$ cat src/rtl/baudgen_pkg.sv
// Shared helpers for the baud tick generator: divisor, counter width and
// parameter legality, so every instance derives them the same way.
package baudgen_pkg;

    // Clocks per baud period (integer truncation). Zero when baud is zero.
    function automatic int unsigned baud_divisor(input int unsigned clk_freq,
                                                 input int unsigned baud);
        return (baud == 0) ? 0 : clk_freq / baud;
    endfunction

    // Bits needed to count 0..n-1, never less than one.
    function automatic int unsigned cnt_width(input int unsigned n);
        int unsigned w;
        w = $clog2(n);
        return (w < 1) ? 1 : w;
    endfunction

    // Legal only if baud is nonzero and a period spans at least two clocks.
    function automatic bit baud_params_ok(input int unsigned clk_freq,
                                          input int unsigned baud);
        return (baud != 0) && (baud_divisor(clk_freq, baud) >= 2);
    endfunction

endpackage

$ cat src/rtl/baud_counter.sv
// Modulo-N period counter.
//   clk, rst_n : clock, async active-low reset
//   en         : 1 = count, 0 = hold cleared
//   cnt        : current count 0..N-1
//   wrap       : combinational, high when enabled and cnt == N-1
module baud_counter
    import baudgen_pkg::*;
#(
    parameter int unsigned N = 4
) (
    input  logic                       clk,
    input  logic                       rst_n,
    input  logic                       en,
    output logic [cnt_width(N)-1:0]    cnt,
    output logic                       wrap
);

    localparam int unsigned CNT_W = cnt_width(N);
    localparam logic [CNT_W-1:0] LAST = CNT_W'(N - 1);

    assign wrap = en && (cnt == LAST);

    // Disable clears rather than pauses, so a partial period is never resumed.
    always_ff @(posedge clk or negedge rst_n) begin
        if (!rst_n) begin
            cnt <= '0;
        end else if (!en) begin
            cnt <= '0;
        end else if (cnt == LAST) begin
            cnt <= '0;
        end else begin
            cnt <= cnt + CNT_W'(1);
        end
    end

endmodule

$ cat src/rtl/baudgen.sv
// Baud tick generator: one-clock baud_tick every clk_freq/baud clocks while en.
//   clk, rst_n : clock, async active-low reset
//   en         : enable; deasserting clears the period
//   baud_tick  : registered one-clock pulse per baud period
//   half_tick  : (only with BAUDGEN_HALF_TICK_EN) registered pulse at the
//                period midpoint, for receiver mid-bit sampling
module baudgen
    import baudgen_pkg::*;
#(
    parameter int unsigned clk_freq = 12000000,
    parameter int unsigned baud     = 115200
) (
    input  logic clk,
    input  logic rst_n,
    input  logic en,
`ifdef BAUDGEN_HALF_TICK_EN
    output logic half_tick,
`endif
    output logic baud_tick
);

    localparam int unsigned N     = baud_divisor(clk_freq, baud);
    localparam int unsigned CNT_W = cnt_width(N);

    if (!baud_params_ok(clk_freq, baud)) begin : g_bad_params
        $error("baudgen: baud must be nonzero and clk_freq >= 2*baud");
    end

    logic [CNT_W-1:0] cnt;
    logic             wrap;

    baud_counter #(
        .N (N)
    ) u_counter (
        .clk   (clk),
        .rst_n (rst_n),
        .en    (en),
        .cnt   (cnt),
        .wrap  (wrap)
    );

    // wrap already carries en, so a disabled edge never produces a tick.
    always_ff @(posedge clk or negedge rst_n) begin
        if (!rst_n) begin
            baud_tick <= 1'b0;
        end else begin
            baud_tick <= wrap;
        end
    end

`ifdef BAUDGEN_HALF_TICK_EN
    localparam logic [CNT_W-1:0] HALF = CNT_W'(N / 2 - 1);

    // Midpoint pulse; HALF < N-1 for any legal N, so it never coincides with baud_tick.
    always_ff @(posedge clk or negedge rst_n) begin
        if (!rst_n) begin
            half_tick <= 1'b0;
        end else begin
            half_tick <= en && (cnt == HALF);
        end
    end
`endif

endmodule

$ cat config.mk
export PLATFORM = sky130hd
export DESIGN_NAME = baudgen
export DESIGN_NICKNAME = d
export VERILOG_FILES = /design/src/rtl/baudgen_pkg.sv /design/src/rtl/baud_counter.sv /design/src/rtl/baudgen.sv
export SDC_FILE = /design/constraint.sdc
export NUM_CORES = 1
export LEC_CHECK = 0
export BUFFER_PORTS_ARGS = -buffer_cell sky130_fd_sc_hd__buf_4
export CAP_MARGIN = 20
export CORE_AREA = 5 5 42 44
export DETAILED_ROUTE_END_ITERATION = 12
export DIE_AREA = 0 0 47 49
export PLACE_DENSITY = 0.55
export RECOVER_POWER = 25
export SYNTH_ARGS = -nofsm -noshare
export SYNTH_HDL_FRONTEND = slang
export SYNTH_HIERARCHICAL = 1
export SYNTH_SLANG_ARGS = --single-unit
$ cat constraint.sdc
create_clock -name clk -period 1.85 [get_ports clk]
set_input_delay 0.37 -clock clk [delete_from_list [all_inputs] [get_ports clk]]
set_output_delay 0.37 -clock clk [all_outputs]
set_load 0.01 [all_outputs]
==> results of run 1 <==
==> power by group through the flow <==
stage	sequential, uW	combinational (uW)	clock (uW)
after detailed placement	189	21.6	0
after floorplan	188	11.8	0
after global routing	187	25.2	147
after CTS	186	23.3	138
final	186	21.8	131
after global placement	189	21.1	0
==> final cells by class <==
type | count | area, um2
inverter | 3 | 11.3
fill | 157 | 951
clock buffer | 3 | 22.5
multi-input combinational | 24 | 168
sequential | 8 | 200
timing repair buffer | 4 | 28.8
tap | 16 | 20.0
==> state kept, by name, summed over array words and instances (netlist names) <==
name,cells
baud_tick,1
u_counter/cnt,7
==> through the flow <==
| stage | hold WS, ns | instances |
|---|---|---|
| 2_1_floorplan | 0.0744 | 35 |
| 3_3_place_gp | 0.195 | 54 |
| 3_5_place_dp | 0.195 | 54 |
| 4_1_cts | 0.366 | 58 |
| 5_1_grt | 0.368 | 58 |
| 6_report | 0.373 | 58 |
==> timing repair <==
item / CTS / global route
hold endpoints to repair: 8 / 0
setup buffers: 0 / 0
hold buffers: 1 / 0
==> layer usage <==
metal / part of all wire (%) / up-vias
li1: - / 133
met1: 41 / 134
met2: 49 / 8
met3: 8.2 / 2
met4: 1.5 / 0
met5: 0 / -
==> logic make-up (layout without fill, tap and decap cells) <==
group                      Yosys count  count (layout)  synth area share, %
and+or+nand+nor                     15              15                 23.4
buffers and inverters                3              10                 2.97
xor gates and xnor gates             3               3                 6.93
AOI/OAI and AO/OA                    5               5                 10.6
adders and majority gates            1               1                 3.30
DFF                                  8               8                 52.8
==> final timing paths <==
kind	endpoint	startpoint
max reg2reg	u_counter/cnt[3]$_DFF_PN0_	u_counter/cnt[0]$_DFF_PN0_
max in group asynchronous	u_counter/cnt[2]$_DFF_PN0_	rst_n
max	u_counter/cnt[3]$_DFF_PN0_	u_counter/cnt[0]$_DFF_PN0_
min reg2reg	u_counter/cnt[0]$_DFF_PN0_	u_counter/cnt[0]$_DFF_PN0_
min	u_counter/cnt[6]$_DFF_PN0_	en
min in group asynchronous	u_counter/cnt[3]$_DFF_PN0_	rst_n
==> layout by cell type (no fill, tap or decap), types with 2 or more instances in the layout <==
master	Yosys	routed
buf_4	0	2
inv_1	3	3
xnor2_1	2	2
dfrtp_1	8	8
nand3_2	2	2
nor2_1	5	5
o21ai_0	2	2
clkbuf_4	0	3
==> out/results.txt, run 1 <==
largest net degree at the start of global routing: 9
CP top delay family: compound AO/OA/AOI/OAI gates
chip height: 49 um
Max-Cap Viols: 0
Top FF cell, synth: dfrtp_1
CP Depth: 4
initial antenna violation count: 0
Slew headroom: 70.9%
post-route clock period utilization: 76.4%
switching share of power: 22.1%
Power Internal: 264 uW
WL final: 687 um
first-pass GRT wire length: 1.24 mm
Achievable Freq: 707 MHz
largest area contributor in the netlist: dfrtp_1
TritonCTS Buffers: 3
total global routing overflow: 0
clock skew: 0.00321 ns
WP data arrival: 1.54 ns
Critical Path RT: 1.97 ns
total negative setup slack: 0 ns
grt peak-use layer: met2
Yosys reg bits: 8
CTS tree: done
htree depth: 1
num ports: 4
RSZ-0062 raised after global routing: no
Psw: 74.9 uW
Avg WL per Cell: 11.8 um
Finished Cell Area: 450 um2
Initial Utilization: 27.1%
post-layout util: 32.1%
met3 Track Usage GR: 6.64%
clock slew at reported path FFs: 0.05 ns
hold crit path type: in -> reg
CTS Sinks: 8
ANT nets after route: 0
crit end category: flip-flop
Peak VDD IR: 0.000298 V
Cells after Synth: 35
count leader, synth: dfrtp_1
core footprint: 0.00140 mm2
Die Span X: 47 um
share of cells above drive strength 1: 21.4%
Placer Congestion: 0.641
routing usage on met1: 8.13%
Global Route Usage Sum: 8.03%
Netlist cell types: 19
Async SR Flop Fraction: 100%
Worst-Margin Slew: 0.433 ns
CTS Buffer Depth: 2
grt met2 use: 11.3%
Post-CTS Resized: 0
Reg power frac: 54.9%
post-synth top area share: 52.8%
synth top area cells: dfrtp_1 53%, nand3_2 5.3%, nor2_1 5.0%, xnor2_1 4.6%, ha_1 3.3%
status: finished clean
Hold Path Stages: 2
r2r setup slk: 0.44 ns
vias in the first global route: 284
DR pass1 iterations: 4
nets@finish: 48
Mapped Area: 379 um2
clock period minus final worst setup slack: 1.41 ns
number of synthesized flops with an enable pin: 0
sequential share of the synthesized area: 52.8%
critical path startpoint category: flip-flop
clock share of power: 38.7%
Critical Path Slowest Stage Cell: o31ai_2
Die ar.: 0.00230 mm2
Slew Limit Fails: 0
drt drc: 0
num rows: 14
clk_lat worst skew: 0.25 ns
setup ws final: 0.436 ns
Buf+Inv Stages, Crit Path: 0
YS warnings: 6
Initial DRC Count: 3
syn_nets: 39
Critical Path, Cell by Cell: ha_1 -> nand3_2 -> o31ai_2 -> nor2_1
Leak Pwr: 0.000188 uW
Detailed Place HPWL: 524 um
Final Hold Fails: 0
vias: 277
dpl cell area: 422 um2
reg2reg path depth: 4
Via density: 4.78
Pwr per Cell Area: 752 mW/mm2
Pwr Total: 339 uW
CP max stage delay: 0.43 ns
n_diodes: 0
Root Driver: clkbuf_4
Crit Path Max Fanout: 4
syn avg cell area: 10.8 um2
crit path kind: reg -> reg
Port Buffers: 3
# setup viols final: 0
pre-CTS worst setup slack: 0.448 ns
top post-synthesis cells by count: 8 x dfrtp_1, 5 x nor2_1, 3 x inv_1
Logic pwr share: 6.4%
synth-to-layout area growth: 18.8%
Note: power is estimated with default switching activity, not from simulation.
==> inputs of run 2 (changes only) <==
==> constraint.sdc (replaced) <==
create_clock -name clk -period 1.36 [get_ports clk]
set_input_delay 0.272 -clock clk [delete_from_list [all_inputs] [get_ports clk]]
set_output_delay 0.272 -clock clk [all_outputs]
set_load 0.01 [all_outputs]
==> out/results.txt, run 2 (synthesis results as in run 1) <==
clock skew: 0.00154 ns (-0.00167 ns)
post-route clock period utilization: 92.8% (+16 points)
commonest non-fill, non-tap cell in the layout: dfrtp_1
RSZ-0062 raised after global routing: no
Initial DRC Count: 3 (unchanged)
Achievable Freq: 793 MHz (+12%)
TritonCTS Buffers: 3 (unchanged)
WL final: 693 um (+0.87%)
hold crit path type: in -> reg
top flop regs: u_counter/cnt (7), baud_tick (1)
Placer Congestion: 0.648 (+1.2%)
Peak VDD IR: 0.000438 V (+47%)
Worst-Margin Slew: 0.421 ns (-0.0126 ns)
largest net degree at the start of global routing: 9 (unchanged)
Leak Pwr: 0.000203 uW (+8.1%)
total negative setup slack: 0 ns (unchanged)
dpl cell area: 437 um2 (+3.6%)
Largest register FFs: 7 (unchanged)
clock slew at reported path FFs: 0.05 ns (about the same)
Port Buffers: 3 (unchanged)
Slew headroom: 72.0% (+1.0 points)
Initial Utilization: 27.1% (unchanged)
CTS tree: done
initial antenna violation count: 0 (unchanged)
# setup viols final: 0 (unchanged)
Final Hold Fails: 0 (unchanged)
critical path startpoint category: flip-flop
Max-Cap Viols: 0 (unchanged)
Critical Path RT: 1.50 ns (-0.47 ns)
Root Driver: clkbuf_4
DR pass1 iterations: 4 (unchanged)
clk_lat worst skew: 0.25 ns (about the same)
Global Route Usage Sum: 7.67% (-0.36 points)
num ports: 4 (unchanged)
drt drc: 0 (unchanged)
share of cells above drive strength 1: 26.7% (+5.2 points)
Die Span X: 47 um (unchanged)
ANT nets after route: 0 (unchanged)
Non-Filler Instances: 61 (+5.2%)
Detailed Place HPWL: 480 um (-8.5%)
clock period minus final worst setup slack: 1.26 ns (-0.153 ns)
n_diodes: 0 (unchanged)
Slew Limit Fails: 0 (unchanged)
core footprint: 0.00140 mm2 (unchanged)
nets@finish: 51 (+6.3%)
status: finished clean
vias in the first global route: 299 (+5.3%)
synth-to-layout area growth: 24.8%
FILL cells: 155 (-1.3%)
chip height: 49 um (unchanged)
Via density: 4.75 (-0.46%)
htree depth: 1 (unchanged)
total global routing overflow: 0 (unchanged)
vias: 290 (+4.7%)
setup ws final: 0.0983 ns (-0.337 ns)
Die ar.: 0.00230 mm2 (unchanged)
pre-CTS worst setup slack: 0.0853 ns (-0.363 ns)
crit path kind: reg -> reg
CTS Buffer Depth: 2 (unchanged)
WP data arrival: 1.40 ns (-0.14 ns)
Finished Cell Area: 473 um2 (+5.0%)
Pwr per Cell Area: 991 mW/mm2 (+32%)
largest register by flop count: u_counter/cnt
num rows: 14 (unchanged)
Post-CTS Resized: 0 (unchanged)
placed cell count: 56 (+3.7%)
CTS Sinks: 8 (unchanged)
first-pass GRT wire length: 1.19 mm (-3.9%)
Crit Path Max Fanout: 4 (unchanged)
Avg WL per Cell: 11.4 um (-4.1%)
crit end category: flip-flop
commonest cells after routing, fill and taps aside: 8 x dfrtp_1, 5 x buf_4, 5 x nor2_1, 3 x clkbuf_4, 3 x inv_1
-- run 2: layout make-up --
type / instances / area (um2) / area share [%]
sequential: 8 / 200 / 42.3
multi-input combinational: 24 / 168 / 35.4
timing repair buffer: 7 / 51.3 / 10.8
clock buffer: 3 / 22.5 / 4.76
tap: 16 / 20.0 / 4.23
inverter: 3 / 11.3 / 2.38
-- run 2: metrics by stage --
step	hold slack (ns)	total power [uW]	utilization, %
after floorplan	-0.0236	272	-
after global routing	0.277	504	33.8
after CTS	0.262	480	33.5
after global placement	0.0968	289	31.2
final	0.271	469	33.8
after detailed placement	0.0947	290	31.2
-- run 2: worst max-delay path, cell delays in order (launching register included) --
cell and delay (ns):
dfrtp_1 0.36, ha_1 0.20, nand3_2 0.12, and2_0 0.17
o31a_1 0.29
-- run 2: per-layer routing --
layer | vias to the layer above | GRT usage, % | share of wire, %
met5 | - | 0 | 0
met4 | 0 | 5.53 | 1.6
met3 | 2 | 5.54 | 5.8
met2 | 5 | 10.2 | 51
met1 | 142 | 8.13 | 41
li1 | 141 | - | -
-- run 2: report_power, final --
group / internal, uW / switching [uW] / total [uW] / leakage [uW]
clock: 101 / 78.3 / 179 / 0.0000138
sequential: 246 / 6.78 / 252 / 0.000109
combinational: 18.6 / 18.7 / 37.3 / 0.0000799
-- run 2: worst paths after layout --
kind	from	to	slack, ns	depth (start not counted)
worst min-delay path	en	u_counter/cnt[6]$_DFF_PN0_	0.27	2
min in group asynchronous	rst_n	u_counter/cnt[2]$_DFF_PN0_	0.46	2
worst max-delay path	u_counter/cnt[1]$_DFF_PN0_	u_counter/cnt[6]$_DFF_PN0_	0.1	4
worst max register to register	u_counter/cnt[1]$_DFF_PN0_	u_counter/cnt[6]$_DFF_PN0_	0.1	4
worst min register to register	u_counter/cnt[0]$_DFF_PN0_	u_counter/cnt[0]$_DFF_PN0_	0.54	2
max in group asynchronous	rst_n	u_counter/cnt[3]$_DFF_PN0_	0.61	2
-- run 2: timing repair --
item	in CTS	in global routing
hold buffers	1	0
setup buffers	0	1
hold endpoints to repair	8	0
setup endpoints to repair	0	2
